$ cat src/rtl/atm_pager_rdback.sv
// Readback responder for the ATM pager ports (xxF7 / x7F7): shadows every pager
// write per window and map, and answers Z80 IN cycles with the stored byte.
module atm_pager_rdback #(
  parameter logic [7:0] PORT_LO = 8'hF7,
  parameter logic [7:0] TIMEOUT = 8'd255
) (
  input  logic        fclk,
  input  logic        rst,
  input  logic        zpos,
  input  logic        zneg,
  input  logic [15:0] za,
  input  logic [7:0]  zd,
  input  logic        iorq_n,
  input  logic        rd_n,
  input  logic        m1_n,
  input  logic        atmF7_wr,
  input  logic        pent1m_ROM,
  input  logic        rdback_en,
  output logic [7:0]  rd_data,
  output logic        port_hit,
  output logic        timeout_err
);

  typedef enum logic [1:0] {
    IDLE  = 2'd0,
    CAPT  = 2'd1,
    DRIVE = 2'd2
  } state_t;

  state_t state_reg, state_next;

  // Shadow entries are indexed by {window, map}
  logic [7:0] pg_reg  [8];
  logic       rnr_reg [8];
  logic       d7_reg  [8];

  logic [2:0] sel;
  logic [7:0] rb_byte;
  logic       hit_cond;
  logic       drive_release;
  logic       drive_timeout;
  logic [7:0] cnt_reg;

  logic       cap_en;
  logic       cnt_clr;
  logic       cnt_inc;
  logic       hit_set;
  logic       hit_clr;
  logic       err_set;

  logic       unused_ok;
  assign unused_ok = &{1'b0, zpos, za[13:12], za[10:8]};

  assign sel = {za[15:14], pent1m_ROM};

  assign hit_cond = zneg & rdback_en & ~iorq_n & ~rd_n & m1_n & (za[7:0] == PORT_LO);

  // Shadow write snoop, one register set per {window, map}
  for (genvar gi = 0; gi < 8; gi++) begin : g_shadow
    always_ff @(posedge fclk) begin
      if (rst) begin
        pg_reg[gi]  <= 8'h00;
        rnr_reg[gi] <= 1'b0;
        d7_reg[gi]  <= 1'b0;
      end else if (atmF7_wr && (sel == 3'(gi))) begin
        if (za[11]) begin
          pg_reg[gi]  <= ~{2'b11, zd[5:0]};
          rnr_reg[gi] <= zd[6];
          d7_reg[gi]  <= zd[7];
        end else begin
          pg_reg[gi]  <= ~zd;
          rnr_reg[gi] <= 1'b1;
        end
      end
    end
  end

  // Stored page is inverted; convert back to the format the port was written in
  always_comb begin
    rb_byte = ~pg_reg[sel];
    if (za[11]) begin
      rb_byte = {d7_reg[sel], rnr_reg[sel], ~pg_reg[sel][5:0]};
    end
  end

  assign drive_release = iorq_n | rd_n | ~rdback_en;
  assign drive_timeout = ~drive_release & (cnt_reg == TIMEOUT);

  always_ff @(posedge fclk) begin
    if (rst) begin
      state_reg <= IDLE;
    end else begin
      state_reg <= state_next;
    end
  end

  always_comb begin
    state_next = state_reg;
    case (state_reg)
      IDLE:    if (hit_cond) state_next = CAPT;
      CAPT:    state_next = DRIVE;
      DRIVE:   if (drive_release || drive_timeout) state_next = IDLE;
      default: state_next = IDLE;
    endcase
  end

  always_comb begin
    cap_en  = 1'b0;
    cnt_clr = 1'b0;
    cnt_inc = 1'b0;
    hit_set = 1'b0;
    hit_clr = 1'b0;
    err_set = 1'b0;
    case (state_reg)
      CAPT: begin
        cap_en  = 1'b1;
        cnt_clr = 1'b1;
        hit_set = 1'b1;
      end
      DRIVE: begin
        if (drive_release) begin
          hit_clr = 1'b1;
        end else if (drive_timeout) begin
          hit_clr = 1'b1;
          err_set = 1'b1;
        end else begin
          cnt_inc = 1'b1;
        end
      end
      default: hit_clr = 1'b1;
    endcase
  end

  // Counter only advances while staying in DRIVE, so it stops at TIMEOUT
  always_ff @(posedge fclk) begin
    if (rst) begin
      rd_data     <= 8'h00;
      port_hit    <= 1'b0;
      timeout_err <= 1'b0;
      cnt_reg     <= 8'h00;
    end else begin
      if (cap_en) rd_data <= rb_byte;
      if (hit_set) begin
        port_hit <= 1'b1;
      end else if (hit_clr) begin
        port_hit <= 1'b0;
      end
      if (err_set) timeout_err <= 1'b1;
      if (cnt_clr) begin
        cnt_reg <= 8'h00;
      end else if (cnt_inc) begin
        cnt_reg <= cnt_reg + 8'd1;
      end
    end
  end

endmodule

$ cat config.mk
export PLATFORM = sky130hd
export DESIGN_NAME = atm_pager_rdback
export DESIGN_NICKNAME = d
export VERILOG_FILES = /design/src/rtl/atm_pager_rdback.sv
export SDC_FILE = /design/constraint.sdc
export NUM_CORES = 1
export LEC_CHECK = 0
export CAP_MARGIN = 40
export CORE_ASPECT_RATIO = 0.75
export CORE_MARGIN = 5
export CORE_UTILIZATION = 53
export CTS_CLUSTER_DIAMETER = 40
export DETAILED_ROUTE_END_ITERATION = 16
export GPL_ROUTABILITY_DRIVEN = 0
export MAX_ROUTING_LAYER = met4
export PLACE_DENSITY = 0.75
export SLEW_MARGIN = 20
export SYNTH_ARGS = -nofsm -noshare
export SYNTH_HDL_FRONTEND = slang
export SYNTH_SLANG_ARGS = --single-unit
$ cat constraint.sdc
create_clock -name fclk -period 3.6 [get_ports fclk]
set_input_delay 0.36 -clock fclk [delete_from_list [all_inputs] [get_ports fclk]]
set_output_delay 0.36 -clock fclk [all_outputs]
set_load 0.005 [all_outputs]
==> impl_metrics.env <==
export IMPL_grt_pass1_wl_um=15130
export IMPL_cts_resized_gates=0
export IMPL_wl_um=9373
export IMPL_die_w_um=116.1
export IMPL_root_buffer="clkbuf_16"
export IMPL_ys_top_cells_by_count="89 x nor2_1, 80 x edfxtp_1, 21 x clkbuf_1, 21 x nand2_1"
export IMPL_power_frac_seq_pct=53.7
export IMPL_area_growth_syn_to_layout_pct=16.89
export IMPL_die_h_um=89.57
export IMPL_fin_worst_skew_ns=0.01391
export IMPL_syn_nets=393
export IMPL_max_slew_margin_pct=61.12
export IMPL_synth_area_top_cells="edfxtp_1 54%, mux4_2 10%, dfxtp_1 8.9%"
export IMPL_fin_hold_ws_ns=0.4511
export IMPL_yosysTopAreaCell="edfxtp_1"
export IMPL_clk_pin_slew_ns=0.06
export IMPL_place_ws_ns=1.087
export IMPL_async_flop_share_pct=0
export IMPL_tritoncts="done"
export IMPL_final_hold_violation_count=0
export IMPL_grt_max_degree=40
export IMPL_max_freq_ghz=0.4586
export IMPL_power_per_cell_area_nw_per_um2=470.7
export IMPL_p_leak_nw=1.748
export IMPL_synth_top_area_share_pct=53.69
export IMPL_dpl_hpwl_um=6466
export IMPL_via_per_inst=5.681
export IMPL_slew_viol_final=0
export IMPL_finalCritPeriodShare_pct=60.58
export IMPL_io_pins=44
export IMPL_cp_slowest_stage_delay_ns=0.70
export IMPL_final_area_um2=5230
export IMPL_port_buffers=37
export IMPL_drv_cap=0
export IMPL_rr_worst_depth=5
export IMPL_syn_avg_cell_area_um2=12.50
export IMPL_hp_class="reg -> reg"
export IMPL_antenna_found_initial=0
export IMPL_tightest_slew_ns=0.5820
export IMPL_synth_edf_count=80
export IMPL_cp_data_arrival_time_ns=2.44
export IMPL_startpoint_type="input pin"
export IMPL_finalPower_mw=2.462
export IMPL_crit_fanout=16
export IMPL_mappedNetlistArea_um2=4474
export IMPL_cts_made_buffers=9
export IMPL_ys_seq_elements=100
export IMPL_wl_met3_um=873
export IMPL_seq_area_frac_synth_pct=62.64
export IMPL_dr_wl_met2_um=4696
export IMPL_crit_slowest_cell="clkdlybuf4s50_1"
export IMPL_clkPwrFrac_pct=38.2
export IMPL_grt_ovfl_total=0
export IMPL_setup_viol=0
export IMPL_htree_num_levels=3
export IMPL_post_cts_setup_buffer_count=0
export IMPL_drt_antenna_violating_nets=0
export IMPL_clk_insertion_delay_late_ns=0.34
export IMPL_critPathRequiredTime_ns=3.86
export IMPL_seqCellArea_um2=2803
export IMPL_synth_cell_types=36
export IMPL_multi_input_area_um2=1514
export IMPL_core_area_um2=8346
export IMPL_wl_met1_um=3738
export IMPL_status="complete, no violations"
export IMPL_wl_per_cell_um=18.71
export IMPL_drtIter0Drc=258
export IMPL_largest_reg_flops=64
export IMPL_switchingPower_mw=0.5221
export IMPL_crit_chain="clkdlybuf4s50_1 -> buf_4 -> mux4_2 -> mux2i_1 -> a22oi_1 -> o22ai_1"
export IMPL_cts_hold_buf=0
export IMPL_layout_nets=423
export IMPL_layout_setup_ws_ns=1.419
export IMPL_clkSinkCount=100
export IMPL_rsz0062_at_grt="no"
export IMPL_grt_usage_pct=20.83
export IMPL_swShare_pct=21.21
export IMPL_top_layer="met4"
export IMPL_worst_setup_path_end_kind="register"
export IMPL_diodes=0
export IMPL_synth_main_ff_cell="edfxtp_1"
export IMPL_final_layout_size_suffix_gt1_share_pct=14.50
export IMPL_drc_errors=0
export IMPL_vias=2846
export IMPL_cellInternalPower_mw=1.939
export IMPL_hold_path_depth=2
export IMPL_first_global_vias=2885
export IMPL_comb_power_share_pct=8.1
export IMPL_cts_buffer_depth=2
export IMPL_fill_cells=650
export IMPL_placed_area_um2=4938
export IMPL_r2r_slack_ns=1.89
export IMPL_syn_inst=358
export IMPL_synth_most_common_cell="nor2_1"
export IMPL_firstDrtPassIters=5
export IMPL_min_period_ns=2.181
export IMPL_rows=29
export IMPL_dieArea_um2=10400
export IMPL_setup_tns_ns=0
export IMPL_yosys_warnings=0
export IMPL_initial_utilization_pct=53.61
export IMPL_crit_type="in -> reg"
export IMPL_ir_worst_vdd_uv=306.2
-- final cells by class --
cell class	count	area share (%)
Sequential cell	100	53.59
Multi-Input combinational cell	222	28.95
Timing Repair Buffer	50	8.947
Clock buffer	10	4.378
Tap cell	108	2.584
Clock inverter	6	1.196
Inverter	5	0.3589
-- layer usage --
metal	track usage, %	vias to the layer above
met2	34.46	98
met1	25.38	1391
met4	4.636	0
li1	-	1352
met5	-	-
met3	6.832	5
-- power by group through the flow --
stage,logic (mW),clock network [mW],registers (mW)
detailed placement,0.200,0,1.35
floorplan,0.128,0,1.34
finish,0.199,0.940,1.32
global route,0.215,1.01,1.33
global placement,0.196,0,1.34
CTS,0.201,0.961,1.32
-- stage by stage --
stage	utilization, %	cells
global placement	59.18	485
floorplan	-	358
detailed placement	59.18	485
CTS	62.67	501
finish	62.67	501
global route	62.67	501
-- worst paths after layout --
check                           startpoint    endpoint
worst min register to register  rd_data[0]  rd_data[0]
worst max-delay path                za[14]  rd_data[7]
worst max register to register  cnt_reg[0]  cnt_reg[7]
worst min-delay path            rd_data[0]  rd_data[0]
-- worst max-delay path, delay by kind of cell --
kind                   cells  cell delay (ns)
muxes                      2             0.78
buffers and inverters      2             1.05
AOI/OAI and AO/OA          2             0.23
-- logic make-up after synthesis --
logic type / Yosys count / synth area share [%]
fa+ha+maj: 1 / 0.2796
flops: 100 / 62.64
mux: 31 / 12.53
compound gates: 35 / 5.034
simple gates: 154 / 15.80
buf+inv: 36 / 3.523
xor+xnor: 1 / 0.1958
-- layout by cell type (no fill, tap or decap), types with 2 or more instances in the layout --
cell,synthesis,routed
clkdlybuf4s50_1,0,37
nand3_1,8,8
o21bai_1,8,8
nand4_1,4,4
or2_2,6,6
mux4_2,20,20
inv_1,4,4
o21ai_0,3,3
edfxtp_1,80,80
a21oi_1,14,14
nand2b_1,9,9
or3_1,3,3
mux2i_1,11,11
nor2_1,89,89
buf_4,0,13
nand2_1,21,21
clkinv_2,0,3
dfxtp_1,20,20
nor4_1,2,2
o31ai_1,4,4
nor2b_1,4,4
or4_1,4,4
clkbuf_16,0,9
Note: power is estimated with default switching activity, not from simulation.
==> edit, RTL diff (same settings) <==
`TIMEOUT`: 8'd255 -> 8'd191.
--- a/src/rtl/atm_pager_rdback.sv
+++ b/src/rtl/atm_pager_rdback.sv
@@ -3,5 +3,5 @@
 module atm_pager_rdback #(
   parameter logic [7:0] PORT_LO = 8'hF7,
-  parameter logic [7:0] TIMEOUT = 8'd255
+  parameter logic [7:0] TIMEOUT = 8'd191
 ) (
   input  logic        fclk,
Formal check against the unedited RTL: same outputs for any inputs over 4 cycles, from zero or initial values and one cycle with rst high; that may be too few to reach the edited logic, so the function may still have changed.
==> edit against the unedited design <==
Synthesized area is essentially flat; non-clock buffer count shrank 1; core utilization down 0.24 points; setup slack worse by 0.13 ns; wire length grew 7.1%; power fell by 2.5%; clock power shrank 6.1%; largest cell class unchanged; sequential cell count unchanged; combinational power down 3%; final cell count increased by 0.20%; via count up 3.5%; design area fell by 0.38%.
==> edit: results (changes against the unedited design) <==
* Result of the run: completed
* Share of synthesized area spent on multiplexers at 11.5% (-1.0 points)
* Minimum setup slack after placement at 0.919 ns (-0.168 ns)
* Start point of the critical path: pent1m_ROM
* Max VDD drop at 0.365 mV (+19%)
* Distinct cells, synth at 37 (+2.8%)
* Number of global-route vias before repair at 2978 (+3.2%)
* Beginning of the worst hold path: rd_data[4]$_SDFFE_PP0N_
* GRT Resource Usage Total at 21.6% (+0.81 points)
* Number of filler instances in the final layout at 693 (+6.6%)
* Final nets at 424 (+0.24%)
* Starting DRT DRC Count at 307 (+19%)
* Total nets after synthesis at 396 (+0.76%)
* Clock network contribution to total cell area at 5.19% (-0.39 points)
* Fraction of area in registers at 53.8% (+0.21 points)
* Iteration count of the initial detailed-routing pass at 5 (unchanged)
* Number of non-clock buffers at 49 (-2.0%)
* Clock network latency to the later pin of the worst-skew pair at 0.34 ns (about the same)
* Setup Skew at 0.00473 ns (-0.00918 ns)
* Pin count of the biggest net entering global routing at 22 (-45%)
* Leakage power figure at 1.73 nW (-1.3%)
* Instance area after placement at 4940 µm² (about the same)
* Most frequent cells after synthesis: sky130_fd_sc_hd__nor2_1, sky130_fd_sc_hd__edfxtp_1, sky130_fd_sc_hd__clkbuf_1, sky130_fd_sc_hd__dfxtp_1
* Layout cell share with drive strength beyond 1 at 14.2% (-0.29 points)
* Synthesized-area fraction occupied by xor and xnor cells at 0.392% (+0.20 points)
* Non-clk invs at 2 (-3)
* Estimated wirelength of the detail-placed design at 6610 µm (+2.2%)
* Part of the Yosys area used for sequential elements at 62.7% (about the same)
* Wire length of the first global-routing pass at 15800 µm (+4.1%)
* Multi-input combinational area share at 29.4% (+0.42 points)
* Number of multi-input combinational cells in the layout at 227 (+2.3%)
* Transition time of the tightest slew-check pin at 0.693 ns (+0.111 ns)
* Cell types occupying the most area after synthesis: sky130_fd_sc_hd__edfxtp_1, sky130_fd_sc_hd__mux4_2, sky130_fd_sc_hd__dfxtp_1
* Signal arrival time at the worst endpoint at 2.58 ns (+0.14 ns)
* Routed wire length at 10000 µm (+7.1%)
* Fraction of the mapped netlist area in adder cells at 0.280% (about the same)
* Non-Clock Buffer Area Fraction at 8.91% (-0.038 points)
* Reg2Reg Launch Point: state_reg[0]$_SDFFE_PP0P_
* Number of antenna diodes at 0 (unchanged)
* Die footprint at 10400 µm² (about the same)
* Peak fanout along the critical path at 20 (+4)
* Pwr/cell area at 461 nW/µm² (-2.1%)
* Vias after detailed routing at 2947 (+3.5%)
-- edit: cell types whose count changed after synthesis, moves of 4 or more --
| cell | before | now |
|---|---|---|
| sky130_fd_sc_hd__o2111ai_1 | 0 | 4 |
| sky130_fd_sc_hd__nand3_1 | 8 | 12 |
| sky130_fd_sc_hd__buf_1 | 2 | 8 |
| sky130_fd_sc_hd__buf_2 | 6 | 2 |
-- edit: critical path, stage by stage --
cell,delay (ns)
sky130_fd_sc_hd__clkdlybuf4s50_1,0.69
sky130_fd_sc_hd__buf_4,0.45
sky130_fd_sc_hd__mux4_2,0.55
sky130_fd_sc_hd__mux2i_1,0.26
sky130_fd_sc_hd__nand2_1,0.11
sky130_fd_sc_hd__a21oi_1,0.17
-- edit: through the flow --
stage | hold WS (ns) | power, mW | cells
floorplan | 0.452 | 1.46 | 361
global placement | 0.441 | 1.53 | 485
detailed placement | 0.447 | 1.54 | 486
CTS | 0.456 | 2.41 | 502
global route | 0.493 | 2.48 | 502
finish | 0.456 | 2.40 | 502
-- edit: layer usage --
layer	GRT usage [%]	wire length [µm]	up-vias
li1	-	-	1360
met1	27.3	4200	1466
met2	35.4	4880	108
met3	5.14	842	13
met4	6.22	110	0
met5	-	0	-
-- edit: path summary, 6_finish.rpt --
| path | endpoint | slack, ns | cells after the start |
|---|---|---|---|
| worst max register to register | cnt_reg[4]$_SDFFE_PP0P_ | 1.88 | 4 |
| worst max-delay path | rd_data[2]$_SDFFE_PP0N_ | 1.29 | 6 |
| worst min register to register | rd_data[4]$_SDFFE_PP0N_ | 0.46 | 2 |
| worst min-delay path | rd_data[4]$_SDFFE_PP0N_ | 0.46 | 2 |
-- edit: power by group --
group          switching (mW)  internal (mW)
logic                   0.105         0.0897
clock network           0.414          0.469
registers              0.0160           1.31
